==> src/rtl/pdm_pkg.sv <==
// pdm_pkg: shared types and defaults for the PDM microphone receiver.
// Optional build macro used by pdm_receiver: PDM_RX_SIGNED_EN.
package pdm_pkg;

  typedef enum logic {
    WARMUP = 1'b0,
    RUN    = 1'b1
  } pdm_state_t;

  localparam int PDM_DECIM_DEFAULT  = 128;
  localparam int PDM_WARMUP_DEFAULT = 2;

endpackage

==> src/rtl/pdm_sync_edge.sv <==
// pdm_sync_edge: 2-FF synchroniser for the mic data pin and
// rising-edge detect of the already-registered mic clock.
module pdm_sync_edge (
  input  logic clk_i,
  input  logic rst_i,
  input  logic mclk_i,
  input  logic mdata_i,
  output logic data_s_o,
  output logic rise_o
);

  logic data_s1_q, data_s1_d;
  logic data_s2_q, data_s2_d;
  logic mclk_d_q, mclk_d_d;

  // next state of the synchroniser chain and clock history
  always_comb begin
    data_s1_d = mdata_i;
    data_s2_d = data_s1_q;
    mclk_d_d  = mclk_i;
  end

  // synchroniser and edge-detect registers
  always_ff @(posedge clk_i) begin
    if (rst_i) begin
      data_s1_q <= 1'b0;
      data_s2_q <= 1'b0;
      mclk_d_q  <= 1'b0;
    end else begin
      data_s1_q <= data_s1_d;
      data_s2_q <= data_s2_d;
      mclk_d_q  <= mclk_d_d;
    end
  end

  assign data_s_o = data_s2_q;
  assign rise_o   = mclk_i & ~mclk_d_q;

endmodule

==> src/rtl/pdm_receiver.sv <==
// pdm_receiver: counts PDM ones per decimation window and presents one
// PCM sample per window. Build macro PDM_RX_SIGNED_EN selects signed output.
module pdm_receiver
  import pdm_pkg::*;
#(
  parameter int DECIM          = PDM_DECIM_DEFAULT,
  parameter int WARMUP_WINDOWS = PDM_WARMUP_DEFAULT,
  parameter int SAMPLE_W       = $clog2(DECIM) + 1
) (
  input  logic                clk_i,
  input  logic                rst_i,
  input  logic                M_CLK,
  input  logic                M_DATA,
  output logic [SAMPLE_W-1:0] sample_o,
  output logic                sample_valid_o,
  input  logic                sample_ready_i,
  output logic                overrun_o
);

  localparam int BW = $clog2(DECIM);
  localparam int WW = (WARMUP_WINDOWS > 1) ? $clog2(WARMUP_WINDOWS) : 1;
  localparam int WLAST_I = (WARMUP_WINDOWS == 0) ? 0 : WARMUP_WINDOWS - 1;
  localparam logic [WW-1:0] WLAST = WW'(WLAST_I);
  localparam pdm_state_t RST_STATE = (WARMUP_WINDOWS == 0) ? RUN : WARMUP;

  logic data_s;
  logic rise;

  pdm_sync_edge u_sync (
    .clk_i    (clk_i),
    .rst_i    (rst_i),
    .mclk_i   (M_CLK),
    .mdata_i  (M_DATA),
    .data_s_o (data_s),
    .rise_o   (rise)
  );

  pdm_state_t          state_q, state_d;
  logic [SAMPLE_W-1:0] ones_q, ones_d;
  logic [BW-1:0]       bitcnt_q, bitcnt_d;
  logic [WW-1:0]       wcnt_q, wcnt_d;
  logic [SAMPLE_W-1:0] sample_q, sample_d;
  logic                valid_q, valid_d;
  logic                ovr_q, ovr_d;

  logic [SAMPLE_W-1:0] total;
  logic [SAMPLE_W-1:0] mapped;
  logic                win_end;
  logic                load;

  // window accounting, warm-up FSM and output handshake
  always_comb begin
    state_d  = state_q;
    ones_d   = ones_q;
    bitcnt_d = bitcnt_q;
    wcnt_d   = wcnt_q;
    sample_d = sample_q;
    valid_d  = valid_q;
    ovr_d    = ovr_q;

    total   = ones_q + SAMPLE_W'(data_s);
    win_end = rise & (&bitcnt_q);
    load    = 1'b0;
`ifdef PDM_RX_SIGNED_EN
    mapped = total - SAMPLE_W'(DECIM / 2);
`else
    mapped = total;
`endif

    if (rise) begin
      bitcnt_d = bitcnt_q + BW'(1);
      ones_d   = win_end ? '0 : total;
    end

    case (state_q)
      WARMUP: begin
        if (win_end) begin
          if (wcnt_q == WLAST) begin
            state_d = RUN;
          end else begin
            wcnt_d = wcnt_q + WW'(1);
          end
        end
      end
      RUN: begin
        load = win_end;
      end
      default: begin
        state_d = RST_STATE;
      end
    endcase

    if (load) begin
      sample_d = mapped;
      valid_d  = 1'b1;
      if (valid_q & ~sample_ready_i) begin
        ovr_d = 1'b1;
      end
    end else if (valid_q & sample_ready_i) begin
      valid_d = 1'b0;
    end
  end

  // state, counters and output register
  always_ff @(posedge clk_i) begin
    if (rst_i) begin
      state_q  <= RST_STATE;
      ones_q   <= '0;
      bitcnt_q <= '0;
      wcnt_q   <= '0;
      sample_q <= '0;
      valid_q  <= 1'b0;
      ovr_q    <= 1'b0;
    end else begin
      state_q  <= state_d;
      ones_q   <= ones_d;
      bitcnt_q <= bitcnt_d;
      wcnt_q   <= wcnt_d;
      sample_q <= sample_d;
      valid_q  <= valid_d;
      ovr_q    <= ovr_d;
    end
  end

  assign sample_o       = sample_q;
  assign sample_valid_o = valid_q;
  assign overrun_o      = ovr_q;

endmodule

==> config.mk <==
export PLATFORM = sky130hd
export DESIGN_NAME = pdm_receiver
export DESIGN_NICKNAME = d
export VERILOG_FILES = /design/src/rtl/pdm_pkg.sv /design/src/rtl/pdm_sync_edge.sv /design/src/rtl/pdm_receiver.sv
export SDC_FILE = /design/constraint.sdc
export NUM_CORES = 1
export LEC_CHECK = 0
export BUFFER_PORTS_ARGS = -buffer_cell sky130_fd_sc_hd__buf_2
export CORE_MARGIN = 5
export CORE_UTILIZATION = 56
export DETAILED_ROUTE_END_ITERATION = 10
export MAX_ROUTING_LAYER = met4
export PLACE_DENSITY = 0.74
export SETUP_SLACK_MARGIN = 0.02
export SLEW_MARGIN = 20
export SYNTH_ARGS = -nofsm -noshare
export SYNTH_HDL_FRONTEND = slang
export SYNTH_SLANG_ARGS = --single-unit
==> constraint.sdc <==
create_clock -name clk_i -period 2.2 [get_ports clk_i]
set_clock_uncertainty 0.1 [all_clocks]
set_input_delay 0.33 -clock clk_i [delete_from_list [all_inputs] [get_ports clk_i]]
set_output_delay 0.33 -clock clk_i [all_outputs]
set_load 0.03 [all_outputs]
# Word-level counts from Yosys, hierarchy flattened
# Cells that the tools add are included.
# word_totals
wordCells,32
memories,0
output_inout_bits,10
in_bits,5
mem_bits_rw,0
ff_bits,30
latch_bits,0
mem_bits_ro,0
# op_classes
n_eq_ne,0
n_shift,0
n_bitwise,7
n_div,0
n_reduce_logical,4
order_cmp,0
n_mul,0
muxes,8
n_addsub,3
# ops
operator,n
$add 8x1->8,1
$mux 8,1
$add 7x1->7 const B,1
$mux 1,7
$reduce_and 7->1,1
$and 1x1->1,4
$reduce_and 2->1,2
$not 1->1,3
$reduce_bool 2->1,1
$add 1x1->1 const B,1

# Depth between registers and ports, before layout
# Gate-level depths: netlist of the first run.
# depth
ltp_word,5
ltp_mapped,6
depth_no_buf,5

# Cells and area by module
# A second synthesis of the first run with hierarchy kept.
# unflattened
cells_unflattened,146
area_unflattened_um2,1350.0
# by_module_without_submodules
module,cells_per_inst,n_inst,seq_area_each_um2,area_each_um2
pdm_receiver,139,1,540.5,1262.5
pdm_sync_edge,7,1,60.1,87.6

# Least setup slack after synthesis of the first run
# No wires, ideal clock.
# synth_timing
kind,register to register
from,register bitcnt_q[0]
to,register sample_q[2] (netlist: sample_o[2])
t_arrival_ns,1.389
path_stages_with_launch,7
n_path_buf,1
path_slack_ns,0.631
t_required_ns,2.021
period_less_slack_ns,1.569
setup_ns,0.079
cell_sequence,dfxtp_1 > ha_1 > nand4b_4 > nor3_4 > buf_6 > nor2_1 > a211oi_2
# synth_between
elab_chain_len,3
# synth_rtl
item,line_no,text
from (decl),pdm_receiver.sv:40,"logic [BW-1:0] bitcnt_q, bitcnt_d;"
from (signal assigned),pdm_receiver.sv:117,bitcnt_q <= bitcnt_d;
$reduce_and 7->1,pdm_receiver.sv:62,win_end = rise & (&bitcnt_q);
$and 1x1->1,pdm_receiver.sv:62,
$mux 1,pdm_receiver.sv:75,case (state_q)
to (signal assigned),pdm_receiver.sv:119,sample_q <= sample_d;
to (decl),pdm_receiver.sv:42,"logic [SAMPLE_W-1:0] sample_q, sample_d;"
# Every way passes these cells.
# A chain may end at the register's enable or synchronous reset.

# Worst setup path in the final report of the first run
# layout_timing
from,register bitcnt_q[0]
to,register sample_q[0] (netlist: sample_o[0])
# The elaborated chain is that of the path after synthesis.

==> impl_metrics.yaml, run 1 <==
logic_synthesis:
  syn_avg_cell_area_um2: 9.49
  synth_area_um2: 1320
  synth_async_sr_flop_share: 0
  synthTopCellsByArea: "dfxtp_1 46%, nor2_1 5.4%, a21oi_1 4.6%, xnor2_1 4.0%, a211oi_2 3.8%"
  ys_types: 34
  synth_cells: 139
  yosysTopAreaCellShare: 0.455
  synth.net_count: 147
  ys_seq_area_frac: 0.455
  synth_warnings: 0
  synth_edf_count: 0
  synth_ff_type: "dfxtp_1"
  synth.ff_latch_count: 30
  synth_top_area_cell: "dfxtp_1"
final_layout:
  design_area_um2: 1440
  antenna_cells: 0
  drive_gt1_frac: 0.196
  stdcell_count: 181
  area_growth_pct: 9.30
  fin_nets: 162
timing:
  max-slew-margin-rel: 0.597
  max_freq_ghz: 0.595
  timing.final.crit_share: 0.764
  tightest_slew_ns: 0.604
  tns_ns: 0
  maxSlewViolCount: 0
  period_needed_ns: 1.68
  finalHoldViolCount: 0
  setup_viol: 0
  rsz0062_at_grt: "false"
critical_path:
  cp.arrival_ns: 1.78
  critPathCapture: "sample_o[0]"
  end_kind: "register"
  critPathRequiredTime_ns: 2.29
  reg2reg_setup_slack_ns: 0.52
  cp-startpoint: "bitcnt_q[0]"
  crit_slowest_cell: "dfxtp_1"
  crit_fanout: 14
  worst_r2r_path_depth: 6
  r2r-start: "bitcnt_q[0]"
  path_cells: "ha_1 > nand4b_4 > nor3_4 > buf_4 > mux2i_1 > nor2_1"
  worstReg2RegEnd: "sample_o[0]"
  critPathLaunchType: "register"
  cp_slowest_stage_delay_ns: 0.38
  critPathKind: "reg -> reg"
clock_network:
  cts_setup_buffers: 0
  cts_hold_repair.buffers: 0
  cts_tree: "done"
  cts_sinks: 30
  post_cts_resized: 0
  numCtsBuffers: 5
  cts-root-buf: "clkbuf_4"
  insertion_delay_ns: 0.32
  cts.clk_slew.worst_paths_ns: 0.08
  clk_path_buf_depth: 2
  cts_max_level: 2
floorplan:
  ios: 15
  die_w_um: 58.5
  initial_core_util: 0.590
  core_area_um2: 2230
  std_cell_rows: 17
  die_h_um: 58.5
  design.die.area_um2: 3430
place:
  io_buffers: 14
  placedCellCount: 175
  place_area_um2: 1390
  dpl.hpwl_um: 1670
  place.gp.congestion: 0.786
power:
  p_sw_uw: 196
  switching_share: 0.217
  p_int_uw: 707
  seq_power_share: 0.614
  power.density_nw_per_um2: 626
  power.combinational.fraction: 0.043
  peakVddDrop_mv: 0.624
  clockPowerShare: 0.343
  p_leak_uw: 0.000578
hold_path:
  worstHoldPathCells: 2
  hold_class: "in -> reg"
detailed_routing:
  first_pass_iters: 4
  drtAntennaViolNets: 0
  drtIter0Drc: 17
  post_drt_wl_per_cell_um: 13.1
  avgViaCountPerCell: 5.59
  route.vias.total: 1012
  drc: 0
  wirelength_um: 2370
job:
  drv_cap: 0
global_routing:
  grt_pass1_wl_um: 4080
  grt-ovfl-total: 0
  grt_max_degree: 35
  first_global_vias: 978
  grt_usage: 0.164
  antenna_found_initial: 0
run_status:
  outcome: "finished, final reports clean"
[logic make-up after synthesis]
| kind of cell | share of synthesized area |
|---|---|
| adders and majority gates | 0.0285 |
| xor gates and xnor gates | 0.0731 |
| muxes | 0.0152 |
| DFF | 0.455 |
| buffers and inverters | 0.0370 |
| and+or+nand+nor | 0.255 |
| AOI/OAI and AO/OA | 0.136 |
[how the worst min path moves through the flow]
stage,start,endpoint
2_1_floorplan,u_sync.data_s1_q,u_sync.data_s_o
3_3_place_gp,u_sync.data_s1_q,u_sync.data_s_o
3_5_place_dp,u_sync.data_s1_q,u_sync.data_s_o
4_1_cts,M_DATA,u_sync.data_s1_q
5_1_grt,M_DATA,u_sync.data_s1_q
6_report,M_DATA,u_sync.data_s1_q
[cell usage in the layout, fill, tap and decap left out, drive strengths merged]
master	n
or3b	1
o31ai	4
or4	1
dfxtp	30
nand3	6
inv	2
nor4	1
nand4b	1
nand4	2
and2b	1
clkbuf	6
and4b	1
nand2b	1
mux2i	2
and4	1
nand2	9
xor2	5
ha	3
or2b	1
nor2	19
nor3	1
buf	15
nand3b	3
o21ai	4
a211oi	6
nor2b	3
or3	1
xnor2	6
a21oi	12
and3	5
[cells in the mapped netlist (2+ instances only)]
cell       n
nor2_1    19
dfxtp_1   30
a21oi_1   12
clkbuf_1   5
a211oi_2   4
xor2_1     5
ha_1       3
a211oi_1   2
mux2i_1    2
nor2b_1    3
xnor2_1    6
nand2_1    9
and3_1     4
o31ai_1    4
nand3b_1   3
inv_1      2
nand3_1    6
o21ai_0    3
buf_6      2
[through the flow]
stage          power, uW  utilization  worst slack, ns  hold WS, ns
6_report             903        0.645            0.518        0.111
5_1_grt              949        0.645            0.342        0.125
4_1_cts              915        0.645            0.504        0.102
3_5_place_dp         606        0.622            0.508        0.347
3_3_place_gp         603        0.622            0.570        0.325
2_1_floorplan        598            -            0.631        0.314
[metal layers]
layer,vias up,track usage,routed length [um],part of all wire
li1,515,-,-,-
met1,471,0.166,997,0.42
met2,18,0.271,1210,0.51
met3,8,0.0461,86,0.036
met4,0,0.116,68,0.029
met5,-,-,0,0
[area by class of cell]
class | count | area [um2]
sequential | 30 | 601
clock buffer | 6 | 51.3
inverter | 2 | 7.51
tap | 28 | 35.0
timing repair buffer | 15 | 77.6
multi-input combinational | 100 | 669
fill | 210 | 792
[power groups by stage]
stage                     logic, uW  clock network, uW  registers (uW)
after floorplan                32.2                  0             566
after global placement         37.1                  0             566
after detailed placement       39.1                  0             567
after CTS                      39.0                322             554
after global routing           43.3                350             556
final                          38.9                310             554
[worst max-delay path, delay by kind of cell (launching register included)]
| kind | cells | cell delay, ns |
|---|---|---|
| flops | 1 | 0.38 |
| buf+inv | 1 | 0.23 |
| simple gates | 3 | 0.40 |
| mux | 1 | 0.20 |
| fa+ha+maj | 1 | 0.25 |
(Power assumes the default switching activity.)
==> inputs of run 2 (changes only) <==
- clock period: 2.2 -> 1.72 ns (I/O delays scaled with it)
==> run 2 against run 1 <==
  * Register-to-register slack got worse by 0.35 ns
  * Sequential share of layout area decreased by 0.80 points
  * Total power increased by 26%
  * Routed wire length increased by 5.5%
  * Die area unchanged
  * Clock-buffer cell count increased by 1
  * First-iteration DRC count increased by 24%
  * Worst setup slack got worse by 0.35 ns
  * Design area increased by 2.2%
  * Via count increased by 0.59%
==> impl_metrics.yaml, run 2 (synthesized netlist as in run 1, its figures left out) <==
global_routing:
  grt_usage: 0.175
  grt_use_met1: 0.183
  grt_most_used_layer: "met2"
  gr-usage-met3: 0.0482
  grt_pass1_wl_um: 4350
  gr-usage-met2: 0.284
  antenna_found_initial: 0
  grt_max_degree: 19
  grt-ovfl-total: 0
  first_global_vias: 1037
floorplan:
  std_cell_rows: 17
  initial_core_util: 0.590
  die_h_um: 58.5
  design.die.area_um2: 3430
  die_w_um: 58.5
  ios: 15
  core_area_um2: 2230
detailed_routing:
  drtAntennaViolNets: 0
  route.vias.total: 1018
  post_drt_wl_per_cell_um: 13.5
  first_pass_iters: 4
  avgViaCountPerCell: 5.50
  wirelength_um: 2500
  drtIter0Drc: 21
  drc: 0
run_status:
  outcome: "finished, final reports clean"
hold_path:
  hold_class: "in -> reg"
clock_network:
  cts.clk_slew.worst_paths_ns: 0.09
  clk_path_buf_depth: 2
  cts_max_level: 2
  post_cts_resized: 0
  cts-root-buf: "clkbuf_4"
  cts_hold_repair.buffers: 0
  cts_sinks: 30
  insertion_delay_ns: 0.32
  cts_tree: "done"
  numCtsBuffers: 5
  cts_setup_buffers: 0
timing:
  tightest_slew_ns: 0.353
  setup_viol: 0
  max_freq_ghz: 0.645
  whs_ns: 0.0458
  finalHoldViolCount: 0
  maxSlewViolCount: 0
  period_needed_ns: 1.55
  post-route-worst-setup-slack_ns: 0.169
  tns_ns: 0
  timing.final.crit_share: 0.902
  max-slew-margin-rel: 0.764
  rsz0062_at_grt: "false"
critical_path:
  crit_fanout: 5
  cp.arrival_ns: 1.69
  critPathRequiredTime_ns: 1.86
  critPathLaunchType: "register"
  critPathKind: "reg -> reg"
  end_kind: "register"
power:
  p_sw_uw: 260
  p_leak_uw: 0.000583
  switching_share: 0.229
  power.combinational.fraction: 0.048
  power.density_nw_per_um2: 773
  p_int_uw: 879
  peakVddDrop_mv: 0.648
  seq_power_share: 0.623
  clockPowerShare: 0.329
place:
  placedCellCount: 178
  place.gp.congestion: 0.765
  dpl.hpwl_um: 1840
  io_buffers: 14
  pre_cts_ws_ns: 0.0802
final_layout:
  drive_gt1_frac: 0.229
  most-common-layout-cells: "29 x dfxtp_1, 19 x nor2_1, 14 x buf_2"
  antenna_cells: 0
  area_growth_pct: 11.7
  fin_nets: 165
  stdcell_count: 185
  post-route-util: 0.659
  final_common_cell: "dfxtp_1"
job:
  drv_cap: 0
## run 2: cell count changes in the layout (fill, tap and decap cells not counted), sizes merged
cell and change:
buf +3, clkbuf +1
## run 2: power by group through the flow
| stage | combinational [uW] | sequential, uW | clock, uW |
|---|---|---|---|
| final | 54.9 | 709 | 375 |
| after global routing | 61.5 | 711 | 423 |
| after CTS | 55.4 | 709 | 388 |
| after detailed placement | 55.0 | 725 | 0 |
| after global placement | 52.0 | 724 | 0 |
| after floorplan | 41.2 | 723 | 0 |
## run 2: layer usage
metal | vias up | share of wire | wire [um]
li1 | 523 | - | -
met1 | 475 | 0.44 | 1100
met2 | 12 | 0.50 | 1250
met3 | 8 | 0.030 | 76
met4 | 0 | 0.026 | 65
met5 | - | 0 | 0
## run 2: worst max-delay path, stage by stage (launching register included)
cell and delay (ns):
dfxtp_1 0.34, ha_1 0.17, ha_2 0.24, nand3_2 0.11, or4_1 0.43, o31ai_1 0.08
## run 2: cell type report
| class | instances | area (um2) |
|---|---|---|
| clock buffer | 7 | 45.0 |
| fill | 190 | 761 |
| multi-input combinational | 100 | 679 |
| inverter | 2 | 7.51 |
| timing repair buffer | 18 | 104 |
| tap | 28 | 35.0 |
| sequential | 30 | 602 |
## run 2: final timing paths
| kind | from | cells after the start | end | slack [ns] |
|---|---|---|---|---|
| setup / recovery | ones_q[0] | 5 | ones_q[4] | 0.17 |
| hold / removal | M_DATA | 2 | u_sync.data_s1_q | 0.05 |
| setup reg to reg | ones_q[0] | 5 | ones_q[4] | 0.17 |
| hold reg to reg | u_sync.data_s1_q | 1 | u_sync.data_s_o | 0.36 |
## run 2: through the flow
step | power (uW) | cell area, um2
after global routing | 1200 | 1470
after CTS | 1150 | 1460
after global placement | 776 | 1410
after detailed placement | 780 | 1410
after floorplan | 765 | 1320
final | 1140 | 1470
==> inputs of run 3 (changes only) <==
- clock period: 1.72 -> 1.7 ns (I/O delays scaled with it)
==> run 3 against run 2 <==
  * Global-route usage down 0.58 points
  * Sequential share of layout area fell by 0.83 points
  * Highest routed layer unchanged
  * Fmax decreased by 0.88%
  * Clock-buffer cell count is 2 lower
  * Sequential cell count did not move
  * Critical endpoint is now ones_q[5]
==> impl_metrics.yaml, run 3 (synthesized netlist as in run 1, its figures left out) <==
run_status:
  outcome: "finished, final reports clean"
timing:
  tightest_slew_ns: 0.367
  finalHoldViolCount: 0
  tns_ns: 0
  timing.final.crit_share: 0.921
  max_freq_ghz: 0.639
  rsz0062_at_grt: "true"
  setup_viol: 0
  post-route-worst-setup-slack_ns: 0.135
  period_needed_ns: 1.56
  max-slew-margin-rel: 0.755
  maxSlewViolCount: 0
power:
  p_leak_uw: 0.000596
  power.density_nw_per_um2: 900
  peakVddDrop_mv: 0.797
critical_path:
  cp_common_cell: "and3_1"
  end_kind: "register"
  cp_slowest_stage_delay_ns: 0.33
  cp.arrival_ns: 1.72
  crit_slowest_cell: "dfxtp_1"
  path_buf_inv: 0
  critPathRequiredTime_ns: 1.85
  cp-startpoint: "u_sync.data_s_o"
  critPathKind: "reg -> reg"
  critPathLaunchType: "register"
  r2r-start: "u_sync.data_s_o"
  path_cells: "ha_1 > and3_1 > and3_1 > xnor2_1 > o31ai_1"
  cp_top_family: "simple AND/OR/NAND/NOR gates"
  crit_fanout: 5
clock_network:
  cts_sinks: 30
  cts.clk_slew.worst_paths_ns: 0.10
  cts-root-buf: "clkbuf_4"
  cts_setup_buffers: 0
  cts_max_level: 2
  numCtsBuffers: 5
  cts_tree: "done"
  insertion_delay_ns: 0.34
  post_cts_resized: 0
  cts_hold_repair.buffers: 0
  clk_path_buf_depth: 2
final_layout:
  area_growth_pct: 14.2
  fin_nets: 165
  nFillCells: 198
  stdcell_count: 186
  most-common-layout-cells: "28 x dfxtp_1, 19 x nor2_1, 14 x buf_2"
  final_common_cell: "dfxtp_1"
  drive_gt1_frac: 0.247
  antenna_cells: 0
place:
  placedCellCount: 178
  dpl.hpwl_um: 1780
  io_buffers: 14
  place.gp.congestion: 0.726
  pre_cts_ws_ns: 0.0630
floorplan:
  std_cell_rows: 17
  die_h_um: 58.5
  initial_core_util: 0.590
  die_w_um: 58.5
  core_area_um2: 2230
  design.die.area_um2: 3430
  ios: 15
detailed_routing:
  first_pass_iters: 5
  drtIter0Drc: 18
  drc: 0
  route.vias.total: 1008
  wirelength_um: 2420
  avgViaCountPerCell: 5.42
  drtAntennaViolNets: 0
  post_drt_wl_per_cell_um: 13.0
global_routing:
  antenna_found_initial: 0
  grt_pass1_wl_um: 4150
  first_global_vias: 922
  grt-ovfl-total: 0
  grt_max_degree: 22
  grt_usage: 0.169
hold_path:
  hold_class: "in -> reg"
  holdCritStartpoint: "M_DATA"
job:
  drv_cap: 0
==> run 3: final cells by class <==
cell class	instances	area, um2	area share
clock inverter	3	45.0	0.0299
timing repair buffer	18	104	0.0689
tap	28	35.0	0.0233
inverter	2	7.51	0.00498
clock buffer	5	37.5	0.0249
sequential	30	603	0.400
multi-input combinational	100	674	0.448
==> run 3: path summary, 6_finish.rpt <==
check	cells after the start	slack (ns)	end
worst max-delay path	5	0.14	ones_q[5]
worst min-delay path	2	0.02	u_sync.data_s1_q
worst max register to register	5	0.14	ones_q[5]
worst min register to register	1	0.36	u_sync.data_s_o
==> run 3: power by group <==
| group | internal (uW) | leakage, uW | switching [uW] | total, uW |
|---|---|---|---|---|
| Sequential | 712 | 0.000243 | 6.27 | 718 |
| Combinational | 21.5 | 0.000315 | 33.6 | 55.1 |
| Clock | 308 | 0.0000374 | 273 | 582 |
| Total | 1040 | 0.000596 | 313 | 1360 |
==> run 3: layer usage <==
layer | share of wire | GRT usage
met5 | 0 | -
met4 | 0.018 | 0.0695
met3 | 0.046 | 0.0724
met2 | 0.47 | 0.266
met1 | 0.46 | 0.187
==> run 3: per-stage QoR <==
step | util | power (uW) | hold slack, ns | area, um2
3_3_place_gp | 0.632 | 786 | 0.320 | 1410
4_1_cts | 0.669 | 1370 | 0.0145 | 1500
2_1_floorplan | - | 774 | 0.283 | 1320
5_1_grt | 0.675 | 1420 | 0.0104 | 1510
6_report | 0.675 | 1360 | 0.0222 | 1510
3_5_place_dp | 0.632 | 789 | 0.334 | 1410
